## src/rtl/vr_elastic_node.sv

```systemverilog
// ---------------------------------------------------------------------------
// vr_elastic_node
//
// DEPTH-entry elastic buffer on a valid/ready link. It sustains one transfer
// per cycle at any DEPTH >= 2, and every output comes straight from a flop, so
// there is no combinational path from an input to an output.
//
// Parameters
//   WIDTH : payload width in bits (>= 1)
//   DEPTH : number of storage entries (>= 2, need not be a power of two)
//   CW    : occupancy counter width, derived from DEPTH (do not override)
//
// Ports
//   clk            : clock, rising edge
//   rst_n          : asynchronous active-low reset
//   flush          : synchronous clear of all buffered entries (wins over fires)
//   data_in        : upstream payload
//   valid_up_in    : upstream valid
//   ready_up_out   : ready to upstream (registered)
//   data_out       : downstream payload (registered, stable while stalled)
//   valid_down_out : valid to downstream (registered)
//   ready_down_in  : downstream ready
//   occupancy      : current entry count; exists only when VR_NODE_OCC_EN is
//                    defined
//
// Optional feature macro: VR_NODE_OCC_EN (adds the occupancy port).
// ---------------------------------------------------------------------------
module vr_elastic_node #(
    parameter int WIDTH = 32,
    parameter int DEPTH = 2,
    parameter int CW    = $clog2(DEPTH + 1)
) (
    input  logic             clk,
    input  logic             rst_n,
    input  logic             flush,
    input  logic [WIDTH-1:0] data_in,
    input  logic             valid_up_in,
    output logic             ready_up_out,
    output logic [WIDTH-1:0] data_out,
    output logic             valid_down_out,
    input  logic             ready_down_in
`ifdef VR_NODE_OCC_EN
    ,
    output logic [CW-1:0]    occupancy
`endif
);

    localparam int            PW   = (DEPTH > 1) ? $clog2(DEPTH) : 1;
    localparam logic [CW-1:0] FULL = CW'(DEPTH);
    localparam logic [PW-1:0] LAST = PW'(DEPTH - 1);

    logic [WIDTH-1:0] mem [DEPTH];
    logic [PW-1:0]    wr_ptr, rd_ptr;
    logic [PW-1:0]    wr_ptr_inc, rd_ptr_inc;
    logic [CW-1:0]    count, count_next;
    logic             up_fire, down_fire;

    always_comb begin
        up_fire   = valid_up_in & ready_up_out;
        down_fire = valid_down_out & ready_down_in;

        // Explicit wrap so non-power-of-two depths work.
        wr_ptr_inc = (wr_ptr == LAST) ? '0 : wr_ptr + PW'(1);
        rd_ptr_inc = (rd_ptr == LAST) ? '0 : rd_ptr + PW'(1);

        count_next = count;
        case ({up_fire, down_fire})
            2'b10:   count_next = count + CW'(1);
            2'b01:   count_next = count - CW'(1);
            default: count_next = count;
        endcase
    end

    // Storage is not reset; its contents only matter once count says so.
    always_ff @(posedge clk) begin
        if (up_fire && !flush) begin
            mem[wr_ptr] <= data_in;
        end
    end

    // Pointers, count and the registered handshake outputs. Because ready and
    // valid are computed from count_next, they always match the count the
    // buffer holds after the edge.
    always_ff @(posedge clk or negedge rst_n) begin
        if (!rst_n) begin
            count          <= '0;
            wr_ptr         <= '0;
            rd_ptr         <= '0;
            ready_up_out   <= 1'b0;
            valid_down_out <= 1'b0;
        end else if (flush) begin
            count          <= '0;
            wr_ptr         <= '0;
            rd_ptr         <= '0;
            ready_up_out   <= 1'b1;
            valid_down_out <= 1'b0;
        end else begin
            if (up_fire) begin
                wr_ptr <= wr_ptr_inc;
            end
            if (down_fire) begin
                rd_ptr <= rd_ptr_inc;
            end
            count          <= count_next;
            ready_up_out   <= (count_next != FULL);
            valid_down_out <= (count_next != '0);
        end
    end

    // data_out always shows the head entry. It changes only when the head
    // changes, so it stays stable while the downstream side stalls:
    //  - push into an empty buffer: the new word bypasses storage.
    //  - pop with one entry left and a concurrent push: the pushed word is the
    //    new head, but it is not in mem yet, so take it from data_in.
    //  - pop with two or more entries: the next head is already in mem.
    // mem is never read when the buffer is empty. A flush leaves data_out
    // unchanged.
    always_ff @(posedge clk or negedge rst_n) begin
        if (!rst_n) begin
            data_out <= '0;
        end else if (!flush) begin
            if (up_fire && count == '0) begin
                data_out <= data_in;
            end else if (down_fire && count_next != '0) begin
                if (count == CW'(1)) begin
                    data_out <= data_in;
                end else begin
                    data_out <= mem[rd_ptr_inc];
                end
            end
        end
    end

`ifdef VR_NODE_OCC_EN
    assign occupancy = count;
`endif

endmodule
```

## config.mk

```make
export PLATFORM = sky130hd
export DESIGN_NAME = vr_elastic_node
export DESIGN_NICKNAME = d
export VERILOG_FILES = /design/src/rtl/vr_elastic_node.sv
export SDC_FILE = /design/constraint.sdc
export NUM_CORES = 1
export LEC_CHECK = 0
export ABC_CLOCK_PERIOD_IN_PS = 7650
export CAP_MARGIN = 20
export CORE_ASPECT_RATIO = 0.7
export CORE_MARGIN = 4
export CORE_UTILIZATION = 52
export CTS_BUF_LIST = sky130_fd_sc_hd__clkbuf_4 sky130_fd_sc_hd__clkbuf_8
export DETAILED_ROUTE_END_ITERATION = 10
export PLACE_DENSITY = 0.86
export SYNTH_ARGS = -nofsm -noshare
export SYNTH_HDL_FRONTEND = slang
export SYNTH_SLANG_ARGS = --single-unit
export TNS_END_PERCENT = 5
```

## constraint.sdc

```tcl
create_clock -name clk -period 7.65 [get_ports clk]
set_input_delay 1.53 -clock clk [delete_from_list [all_inputs] [get_ports clk]]
set_output_delay 1.53 -clock clk [all_outputs]
set_load 0.02 [all_outputs]
```

==> results.txt, run 1 <==
post-layout min period - 3890 ps
placer congestion estimate - 0.734
hold path start - data_out[2]
DRT Pass-1 Iters - 4
Syn Area/Cell - 15.7 µm²
CP Class - input port to flop
Max FO, Critical Path - 32
Final Setup Violations - 0
HPWL Detailed - 4700 µm
CP Data Arrival Time - 4140 ps
TritonCTS clock tree - yes
post-synthesis sequential area ratio - 67.7%
final slew viol count - 0
Ant. Diodes - 0
RSZ-0062 raised after global routing - false
R2R depth - 9
total power - 1960 µW
worst skew pair latency - 350 ps
largest net degree at the start of global routing - 65
CTS buffer count - 9
YS warnings - 0
Buffers on Ports - 70
postcts setup bufs - 0
ys async rst share - 37.3%
pwr dens - 373 mW/mm²
global-route wire length before repair - 13000 µm
mapped cell area - 0.00425 mm²
Setup WS post-layout - 3760 ps
vias in the first global route - 2495
worst r2r dst - data_out[9]
status - finished clean
Hold Path End - data_out[2]
vias post-DR - 2338
area added between synthesis and finish - 23.8%
Core Area - 0.00791 mm²
num ports - 71
Mapped Cells - 271
Site Rows - 27
layout cells sized above 1 - 17.3%
FF+latch count, synth - 102
number of synthesized flops with an enable pin - 64
Synth Flop Type - edfxtp_1
Slew @ Worst Pin - 1030 ps
worst slack at placement - 3370 ps
Reg2Reg Setup Slack - 4990 ps
Total GRT Usage - 17.2%
HP Class - flop to flop
Worst Skew - 8.05 ps
r2r startpoint - ready_up_out
DRT antenna net count - 0
Leakage Power - 0.00204 µW
Hold Fails Final Rpt - 0
max-cap violations - 0
post-cts sizing count - 0
Tcrit/Tclk final - 50.9%
clk buf depth - 2
root buffer cell - clkbuf_8
setup TNS - 0 ps
Peak VDD IR - 0.312 mV
WL per Instance - 17.2 µm
initial antenna violation count - 0
initial drt markers - 135
total wire length - 7730 µm
Initial Utilization - 53.7%
count of cell types in the netlist - 22
routed vias/inst - 5.22
syn_nets - 312
WP data required - 7900 ps
CTS clk-pin slew, worst paths - 100 ps
hold_buf cts - 0
Worst Setup End Kind - flop
# fillers - 564
crit path launch type - input port
DRC - 0
Die H - 83.6 µm
Die ar. - 0.00970 mm²
Nets - 383
WHS Path Cells - 1
die width - 116 µm
H-Tree Depth - 3
Max Clock Freq - 257 MHz
total global routing overflow - 0
Max transition margin - 31.0%
CTS sink cnt - 102
-- area by class of cell --
class / instances / area [µm²] / share of cell area [%]
clock buffers: 10 / 131 / 2.50
inverters: 5 / 18.8 / 0.357
clock inverters: 6 / 93.8 / 1.79
flip-flops and latches: 102 / 2870 / 54.7
well taps: 101 / 126 / 2.40
multi-input cells: 151 / 1290 / 24.6
repair buffers: 73 / 718 / 13.7
-- flip-flops by register name (all words and copies together) (netlist names) --
name / flops
valid_down_out: 1
data_out: 32
count: 2
rd_ptr: 1
wr_ptr: 1
ready_up_out: 1
mem: 64
-- per-stage QoR --
step           util (%)  cells  hold WS (ps)  instance area (µm²)
6_report           66.5    448           519                 5260
5_1_grt            66.5    448           542                 5260
4_1_cts            66.5    448           527                 5260
3_5_place_dp       63.6    432           500                 5030
3_3_place_gp       63.6    432           497                 5030
2_1_floorplan         -    271           519                 4250
-- layer usage --
metal	up-vias	GRT usage (%)	wire, µm
met5	-	0	0
met4	0	3.90	58
met3	6	4.71	382
met2	56	26.7	3600
met1	1152	24.2	3680
li1	1124	-	-
-- cells in the final DEF, fill, tap and decap left out, types with 2 or more instances in the layout --
cell type	count
a21oi_1	32
buf_4	3
bufinv_16	2
clkbuf_8	9
clkdlybuf4s50_1	69
clkinv_4	2
dfrtp_1	37
edfxtp_1	64
ha_1	4
inv_1	5
mux2_2	3
mux2_4	30
mux2i_1	33
nand2_1	3
nor2_1	36
xor2_1	2
-- worst max-delay path: stages --
cell and delay, ps:
clkdlybuf4s50_1 470, nand2_1 210, inv_1 70, ha_1 300
nor2b_1 170, a211oi_2 90, o21bai_4 210, a22oi_4 120
buf_4 520, mux2_2 410
-- power by group --
group / internal [µW] / switching, µW
logic: 417 / 365
registers: 718 / 91.9
clock network: 190 / 181
-- worst max path at each step --
| stage | start | to | slack, ps | cells past startpoint |
|---|---|---|---|---|
| finish | valid_up_in | data_out[9] | 3760 | 10 |
| global route | valid_up_in | data_out[8] | 3600 | 10 |
| CTS | valid_up_in | data_out[9] | 3780 | 10 |
| detailed placement | valid_up_in | data_out[9] | 3370 | 10 |
| global placement | valid_up_in | data_out[8] | 3510 | 10 |
| floorplan | valid_up_in | mem[0][0] | 3320 | 2 |
-- Yosys cell counts (3+ instances only) --
cell	count	area, µm²
a21oi_1	32	160
buf_2	3	15.0
buf_6	3	33.8
clkbuf_1	7	26.3
dfrtp_1	38	951
edfxtp_1	64	1920
ha_1	4	50.1
inv_1	5	18.8
mux2_2	3	33.8
mux2_4	30	450
mux2i_1	33	330
nand2_1	3	11.3
nor2_1	36	135
-- kinds of logic after synthesis --
group                    Yosys count  share of synthesized area [%]
AND/OR/NAND/NOR                   42                           3.86
adder cells (fa/ha/maj)            4                           1.18
flip-flops                       102                           67.7
AO/OA/AOI/OAI                     37                           5.48
buffers and inverters             18                           2.21
XOR/XNOR                           2                          0.413
multiplexers                      66                           19.2
Power figures use the tool's default switching activity.
==> inputs of run 2 (changes only) <==
--- a/config.mk
+++ b/config.mk
@@ -5,14 +5,14 @@
 export SDC_FILE = /design/constraint.sdc
 export NUM_CORES = 1
 export LEC_CHECK = 0
-export ABC_CLOCK_PERIOD_IN_PS = 7650
+export ABC_CLOCK_PERIOD_IN_PS = 3250
 export CAP_MARGIN = 20
 export CORE_ASPECT_RATIO = 0.7
 export CORE_MARGIN = 4
-export CORE_UTILIZATION = 52
+export CORE_UTILIZATION = 50
 export CTS_BUF_LIST = sky130_fd_sc_hd__clkbuf_4 sky130_fd_sc_hd__clkbuf_8
 export DETAILED_ROUTE_END_ITERATION = 10
-export PLACE_DENSITY = 0.86
+export PLACE_DENSITY = 0.87
 export SYNTH_ARGS = -nofsm -noshare
 export SYNTH_HDL_FRONTEND = slang
 export SYNTH_SLANG_ARGS = --single-unit
==> constraint.sdc (replaced) <==
create_clock -name clk -period 3.25 [get_ports clk]
set_input_delay 0.65 -clock clk [delete_from_list [all_inputs] [get_ports clk]]
set_output_delay 0.65 -clock clk [all_outputs]
set_load 0.02 [all_outputs]
==> results.txt, run 2 (synthesized netlist as in run 1, its figures left out) <==
post-layout min period - 2690 ps
most frequent cells in the layout - clkdlybuf4s50_1 (69), edfxtp_1 (64), dfrtp_1 (37) (unchanged)
WP data required - 3490 ps (was 7900 ps)
Final Setup Violations - 0 (unchanged)
max-cap violations - 0 (unchanged)
r2r startpoint - valid_down_out (was ready_up_out)
status - finished clean (unchanged)
CTS buffer count - 9 (unchanged)
HP Class - input port to async pin (was flop to flop)
R2R depth - 9 (unchanged)
WL per Instance - 18.1 µm (was 17.2 µm)
DRC - 0 (unchanged)
DRT antenna net count - 0 (unchanged)
Net Sw Frac - 33.2% (was 32.5%)
postcts setup bufs - 0 (unchanged)
vias in the first global route - 2618 (was 2495)
HPWL Detailed - 5410 µm (was 4700 µm)
Pint - 3030 µW (was 1330 µW)
die width - 118 µm (was 116 µm)
top flop regs - mem: 64 flops, data_out: 32 flops, count: 2 flops (unchanged)
total global routing overflow - 0 (unchanged)
total power - 4530 µW (was 1960 µW)
post-cts sizing count - 0 (unchanged)
combinational share of power - 41.6% (was 39.8%)
Max FO, Critical Path - 16 (was 32)
Die H - 85.1 µm (was 83.6 µm)
Worst Skew - 14.1 ps (was 8.05 ps)
Total GRT Usage - 17.2% (about the same)
crit path launch type - input port (unchanged)
clk buf depth - 2 (unchanged)
Setup WS post-layout - 564 ps (was 3760 ps)
TritonCTS clock tree - yes (unchanged)
Tcrit/Tclk final - 82.6%
initial drt markers - 109 (was 135)
# fillers - 580 (was 564)
Slew @ Worst Pin - 1020 ps (was 1030 ps)
Leakage Power - 0.00206 µW (was 0.00204 µW)
Die ar. - 0.0101 mm² (was 0.00970 mm²)
num ports - 71 (unchanged)
largest net degree at the start of global routing - 39 (was 65)
Site Rows - 27 (unchanged)
RSZ-0062 raised after global routing - false (unchanged)
final slew viol count - 0 (unchanged)
Max transition margin - 32.1% (was 31.0%)
root buffer cell - clkbuf_8 (unchanged)
H-Tree Depth - 3 (unchanged)
placer congestion estimate - 0.734 (about the same)
Worst Setup End Kind - flop (unchanged)
register share of total power - 42.2% (was 41.3%)
worst r2r dst - data_out[11] (was data_out[9])
area added between synthesis and finish - 24.3% (was 23.8%)
Layout Utilization - 65.3% (was 66.5%)
Clk network pwr share - 16.3% (was 18.9%)
Initial Utilization - 52.6% (was 53.7%)
pwr dens - 858 mW/mm² (was 373 mW/mm²)
switching power - 1500 µW (was 637 µW)
DRT Pass-1 Iters - 4 (unchanged)
Core Area - 0.00807 mm² (was 0.00791 mm²)
CP Data Arrival Time - 2930 ps (was 4140 ps)
CP Class - input port to flop (unchanged)
Buffers on Ports - 70 (unchanged)
vias post-DR - 2413 (was 2338)
total wire length - 8230 µm (was 7730 µm)
max FFs per register - 64 (unchanged)
worst slack at placement - 197 ps (was 3370 ps)
Peak VDD IR - 0.345 mV (was 0.312 mV)
worst skew pair latency - 370 ps (was 350 ps)
Max Clock Freq - 372 MHz
Reg2Reg Setup Slack - 900 ps (was 4990 ps)
global-route wire length before repair - 13300 µm (was 13000 µm)
Ant. Diodes - 0 (unchanged)
CTS sink cnt - 102 (unchanged)
Hold Fails Final Rpt - 0 (unchanged)
layout cells sized above 1 - 18.7% (was 17.3%)
Nets - 389 (was 383)
most common cell after layout, fill and taps aside - clkdlybuf4s50_1 (unchanged)
hold_buf cts - 0 (unchanged)
Largest Register - mem (unchanged)
CTS clk-pin slew, worst paths - 100 ps (about the same)
Worst Setup SP - valid_up_in (unchanged)
initial antenna violation count - 0 (unchanged)
routed vias/inst - 5.31 (was 5.22)
setup TNS - 0 ps (unchanged)
-- run 2: changes by cell type in the layout (fill, tap and decap cells not counted) --
cell / before / now
buf_12: 0 / 1
clkbuf_4: 1 / 3
clkinv_2: 0 / 1
nor3_4: 0 / 1
clkinv_4: 2 / 0
buf_4: 3 / 8
bufinv_16: 2 / 0
nor3_2: 1 / 0
clkbuf_8: 9 / 10
-- run 2: power groups by stage --
stage | combinational (µW) | clock [µW] | sequential, µW
floorplan | 977 | 0 | 2110
global placement | 1850 | 0 | 1930
detailed placement | 1900 | 0 | 1930
CTS | 1900 | 761 | 1910
global route | 2010 | 818 | 1950
finish | 1880 | 737 | 1910
-- run 2: worst max-delay path by stage --
stage	to	slack, ps	cells past startpoint
floorplan	mem[0][0]	780	2
global placement	data_out[27]	270	10
detailed placement	data_out[20]	200	10
CTS	data_out[10]	580	10
global route	data_out[11]	420	10
finish	data_out[11]	560	10
-- run 2: layout make-up --
class	count	area [µm²]	area share, %
Sequential cell	102	2870	54.5
Clock inverter	3	21.3	0.403
Clock buffer	13	160	3.04
Inverter	5	18.8	0.356
Tap cell	101	126	2.40
Multi-Input combinational cell	151	1300	24.6
Timing Repair Buffer	79	776	14.7
-- run 2: per-stage QoR --
step / std cells / instance area [µm²] / hold WS [ps]
finish: 454 / 5280 / 414
global route: 454 / 5280 / 469
CTS: 454 / 5280 / 437
detailed placement: 438 / 5090 / 496
global placement: 438 / 5090 / 486
floorplan: 271 / 4250 / 354
-- run 2: worst max-delay path, stage by stage --
cell	delay, ps
clkdlybuf4s50_1	460
nand2_1	150
inv_1	60
ha_1	300
nor2b_1	160
a211oi_2	80
o21bai_4	210
a22oi_4	170
buf_4	350
mux2_4	330
-- run 2: routing by layer --
| layer | vias to the layer above | wire length (µm) | part of all wire (%) | global-route usage [%] |
|---|---|---|---|---|
| li1 | 1138 | - | - | - |
| met1 | 1198 | 3790 | 46 | 21.3 |
| met2 | 68 | 3940 | 48 | 29.1 |
| met3 | 9 | 424 | 5.2 | 5.40 |
| met4 | 0 | 81 | 0.98 | 5.64 |
| met5 | - | 0 | 0 | 0 |
==> inputs of run 3 (changes only) <==
--- a/config.mk
+++ b/config.mk
@@ -5,14 +5,14 @@
 export SDC_FILE = /design/constraint.sdc
 export NUM_CORES = 1
 export LEC_CHECK = 0
-export ABC_CLOCK_PERIOD_IN_PS = 3250
+export ABC_CLOCK_PERIOD_IN_PS = 2600
 export CAP_MARGIN = 20
 export CORE_ASPECT_RATIO = 0.7
 export CORE_MARGIN = 4
-export CORE_UTILIZATION = 50
+export CORE_UTILIZATION = 52
 export CTS_BUF_LIST = sky130_fd_sc_hd__clkbuf_4 sky130_fd_sc_hd__clkbuf_8
 export DETAILED_ROUTE_END_ITERATION = 10
-export PLACE_DENSITY = 0.87
+export PLACE_DENSITY = 0.86
 export SYNTH_ARGS = -nofsm -noshare
 export SYNTH_HDL_FRONTEND = slang
 export SYNTH_SLANG_ARGS = --single-unit
==> constraint.sdc (replaced) <==
create_clock -name clk -period 2.6 [get_ports clk]
set_input_delay 0.52 -clock clk [delete_from_list [all_inputs] [get_ports clk]]
set_output_delay 0.52 -clock clk [all_outputs]
set_load 0.02 [all_outputs]
==> results.txt, run 3 (synthesized netlist as in run 1, its figures left out) <==
status - finished clean (unchanged)
Nets - 398 (was 389)
most frequent cells in the layout - clkdlybuf4s50_1 (69), edfxtp_1 (64), dfrtp_1 (37) (unchanged)
Tcrit/Tclk final - 92.3%
HPWL Detailed - 5570 µm (was 5410 µm)
Setup WS post-layout - 200 ps (was 564 ps)
Worst Setup SP - valid_up_in (unchanged)
Max FO, Critical Path - 9 (was 16)
top flop regs - mem: 64 flops, data_out: 32 flops, count: 2 flops (unchanged)
switching power - 1950 µW (was 1500 µW)
setup TNS - 0 ps (unchanged)
CTS clk-pin slew, worst paths - 110 ps (was 100 ps)
clk buf depth - 2 (unchanged)
total global routing overflow - 0 (unchanged)
R2R depth - 9 (unchanged)
TritonCTS clock tree - yes (unchanged)
total wire length - 8220 µm (was 8230 µm)
post-layout min period - 2400 ps
die width - 116 µm (was 118 µm)
max FFs per register - 64 (unchanged)
Reg2Reg Setup Slack - 350 ps (was 900 ps)
DRT Pass-1 Iters - 4 (unchanged)
max-cap violations - 0 (unchanged)
register share of total power - 40.5% (was 42.2%)
area added between synthesis and finish - 26.4% (was 24.3%)
Total GRT Usage - 18.4% (was 17.2%)
initial antenna violation count - 0 (unchanged)
Largest Register - mem (unchanged)
# fillers - 575 (was 580)
Peak VDD IR - 0.761 mV (was 0.345 mV)
combinational share of power - 41.9% (was 41.6%)
Net Sw Frac - 33.5% (was 33.2%)
CTS buffer count - 9 (unchanged)
Max transition margin - 40.6% (was 32.1%)
layout cells sized above 1 - 20.7% (was 18.7%)
Site Rows - 27 (unchanged)
H-Tree Depth - 3 (unchanged)
WP data required - 2850 ps (was 3490 ps)
worst slack at placement - -195 ps (was 197 ps)
WL per Instance - 17.7 µm (was 18.1 µm)
worst skew pair latency - 370 ps (about the same)
Leakage Power - 0.00211 µW (was 0.00206 µW)
num ports - 71 (unchanged)
Worst Setup EP - data_out[11] (unchanged)
Buffers on Ports - 70 (unchanged)
Die ar. - 0.00970 mm² (was 0.0101 mm²)
crit path launch type - input port (unchanged)
Clk network pwr share - 17.6% (was 16.3%)
Pint - 3870 µW (was 3030 µW)
CP Data Arrival Time - 2650 ps (was 2930 ps)
CP Class - input port to flop (unchanged)
vias post-DR - 2411 (was 2413)
largest net degree at the start of global routing - 39 (unchanged)
final slew viol count - 0 (unchanged)
Hold Fails Final Rpt - 0 (unchanged)
postcts setup bufs - 0 (unchanged)
RSZ-0062 raised after global routing - false (unchanged)
root buffer cell - clkbuf_8 (unchanged)
pwr dens - 1090 mW/mm² (was 858 mW/mm²)
placer congestion estimate - 0.751 (was 0.734)
WHS - 268 ps (was 414 ps)
Initial Utilization - 53.7% (was 52.6%)
vias in the first global route - 2721 (was 2618)
post-cts sizing count - 0 (unchanged)
Ant. Diodes - 0 (unchanged)
Final Setup Violations - 0 (unchanged)
routed vias/inst - 5.21 (was 5.31)
DRC - 0 (unchanged)
Worst Skew - 12.9 ps (was 14.1 ps)
Worst Setup End Kind - flop (unchanged)
global-route wire length before repair - 13700 µm (was 13300 µm)
Slew @ Worst Pin - 891 ps (was 1020 ps)
CTS sink cnt - 102 (unchanged)
r2r startpoint - ready_up_out (was valid_down_out)
Post-Layout Inst Area - 0.00537 mm² (was 0.00528 mm²)
HP Class - input port to async pin (unchanged)
DRT antenna net count - 0 (unchanged)
most common cell after layout, fill and taps aside - clkdlybuf4s50_1 (unchanged)
Core Area - 0.00791 mm² (was 0.00807 mm²)
hold_buf cts - 0 (unchanged)
initial drt markers - 91 (was 109)
Die H - 83.6 µm (was 85.1 µm)
DP Area - 0.00516 mm² (was 0.00509 mm²)
worst r2r dst - data_out[11] (unchanged)
Max Clock Freq - 417 MHz
-- run 3: final cells by class --
class	instances	area, µm²	share of cell area, %
clock inverters	7	78.8	1.47
repair buffers	88	843	15.7
multi-input cells	151	1300	24.2
clock buffers	9	124	2.31
inverters	5	18.8	0.350
flip-flops and latches	102	2870	53.6
well taps	101	126	2.36
-- run 3: per-stage QoR --
step           std cells  power, µW  util [%]
2_1_floorplan        271       3860         -
3_3_place_gp         447       4770      65.3
3_5_place_dp         447       4840      65.3
4_1_cts              463       5880      67.9
5_1_grt              463       6140      67.9
6_report             463       5820      67.9
-- run 3: critical path: stages --
cell             delay, ps
clkdlybuf4s50_1        430
nand2_1                110
inv_1                   60
ha_1                   310
o21bai_1               160
mux2_2                 300
o21bai_4               150
a22oi_4                 90
buf_4                  210
mux2_4                 310
-- run 3: layer usage --
metal,up-vias,GRT usage (%),wire length (µm)
met4,0,5.37,97
met1,1184,24.3,3740
met5,-,0,0
met2,57,29.4,3930
met3,12,5.58,456
li1,1158,-,-
-- run 3: power by group through the flow --
stage	clock network, µW	logic, µW	registers [µW]
5_1_grt	1130	2610	2410
3_5_place_dp	0	2450	2390
4_1_cts	1050	2470	2360
3_3_place_gp	0	2390	2380
2_1_floorplan	0	1220	2640
6_report	1020	2440	2360
-- run 3: worst min-delay path by stage --
stage | slack, ps | cells past startpoint | to
5_1_grt | 320 | 1 | data_out[13]
6_report | 270 | 1 | data_out[13]
2_1_floorplan | 220 | 0 | count[0]
3_5_place_dp | 500 | 1 | data_out[23]
3_3_place_gp | 490 | 1 | data_out[9]
4_1_cts | 280 | 1 | data_out[16]
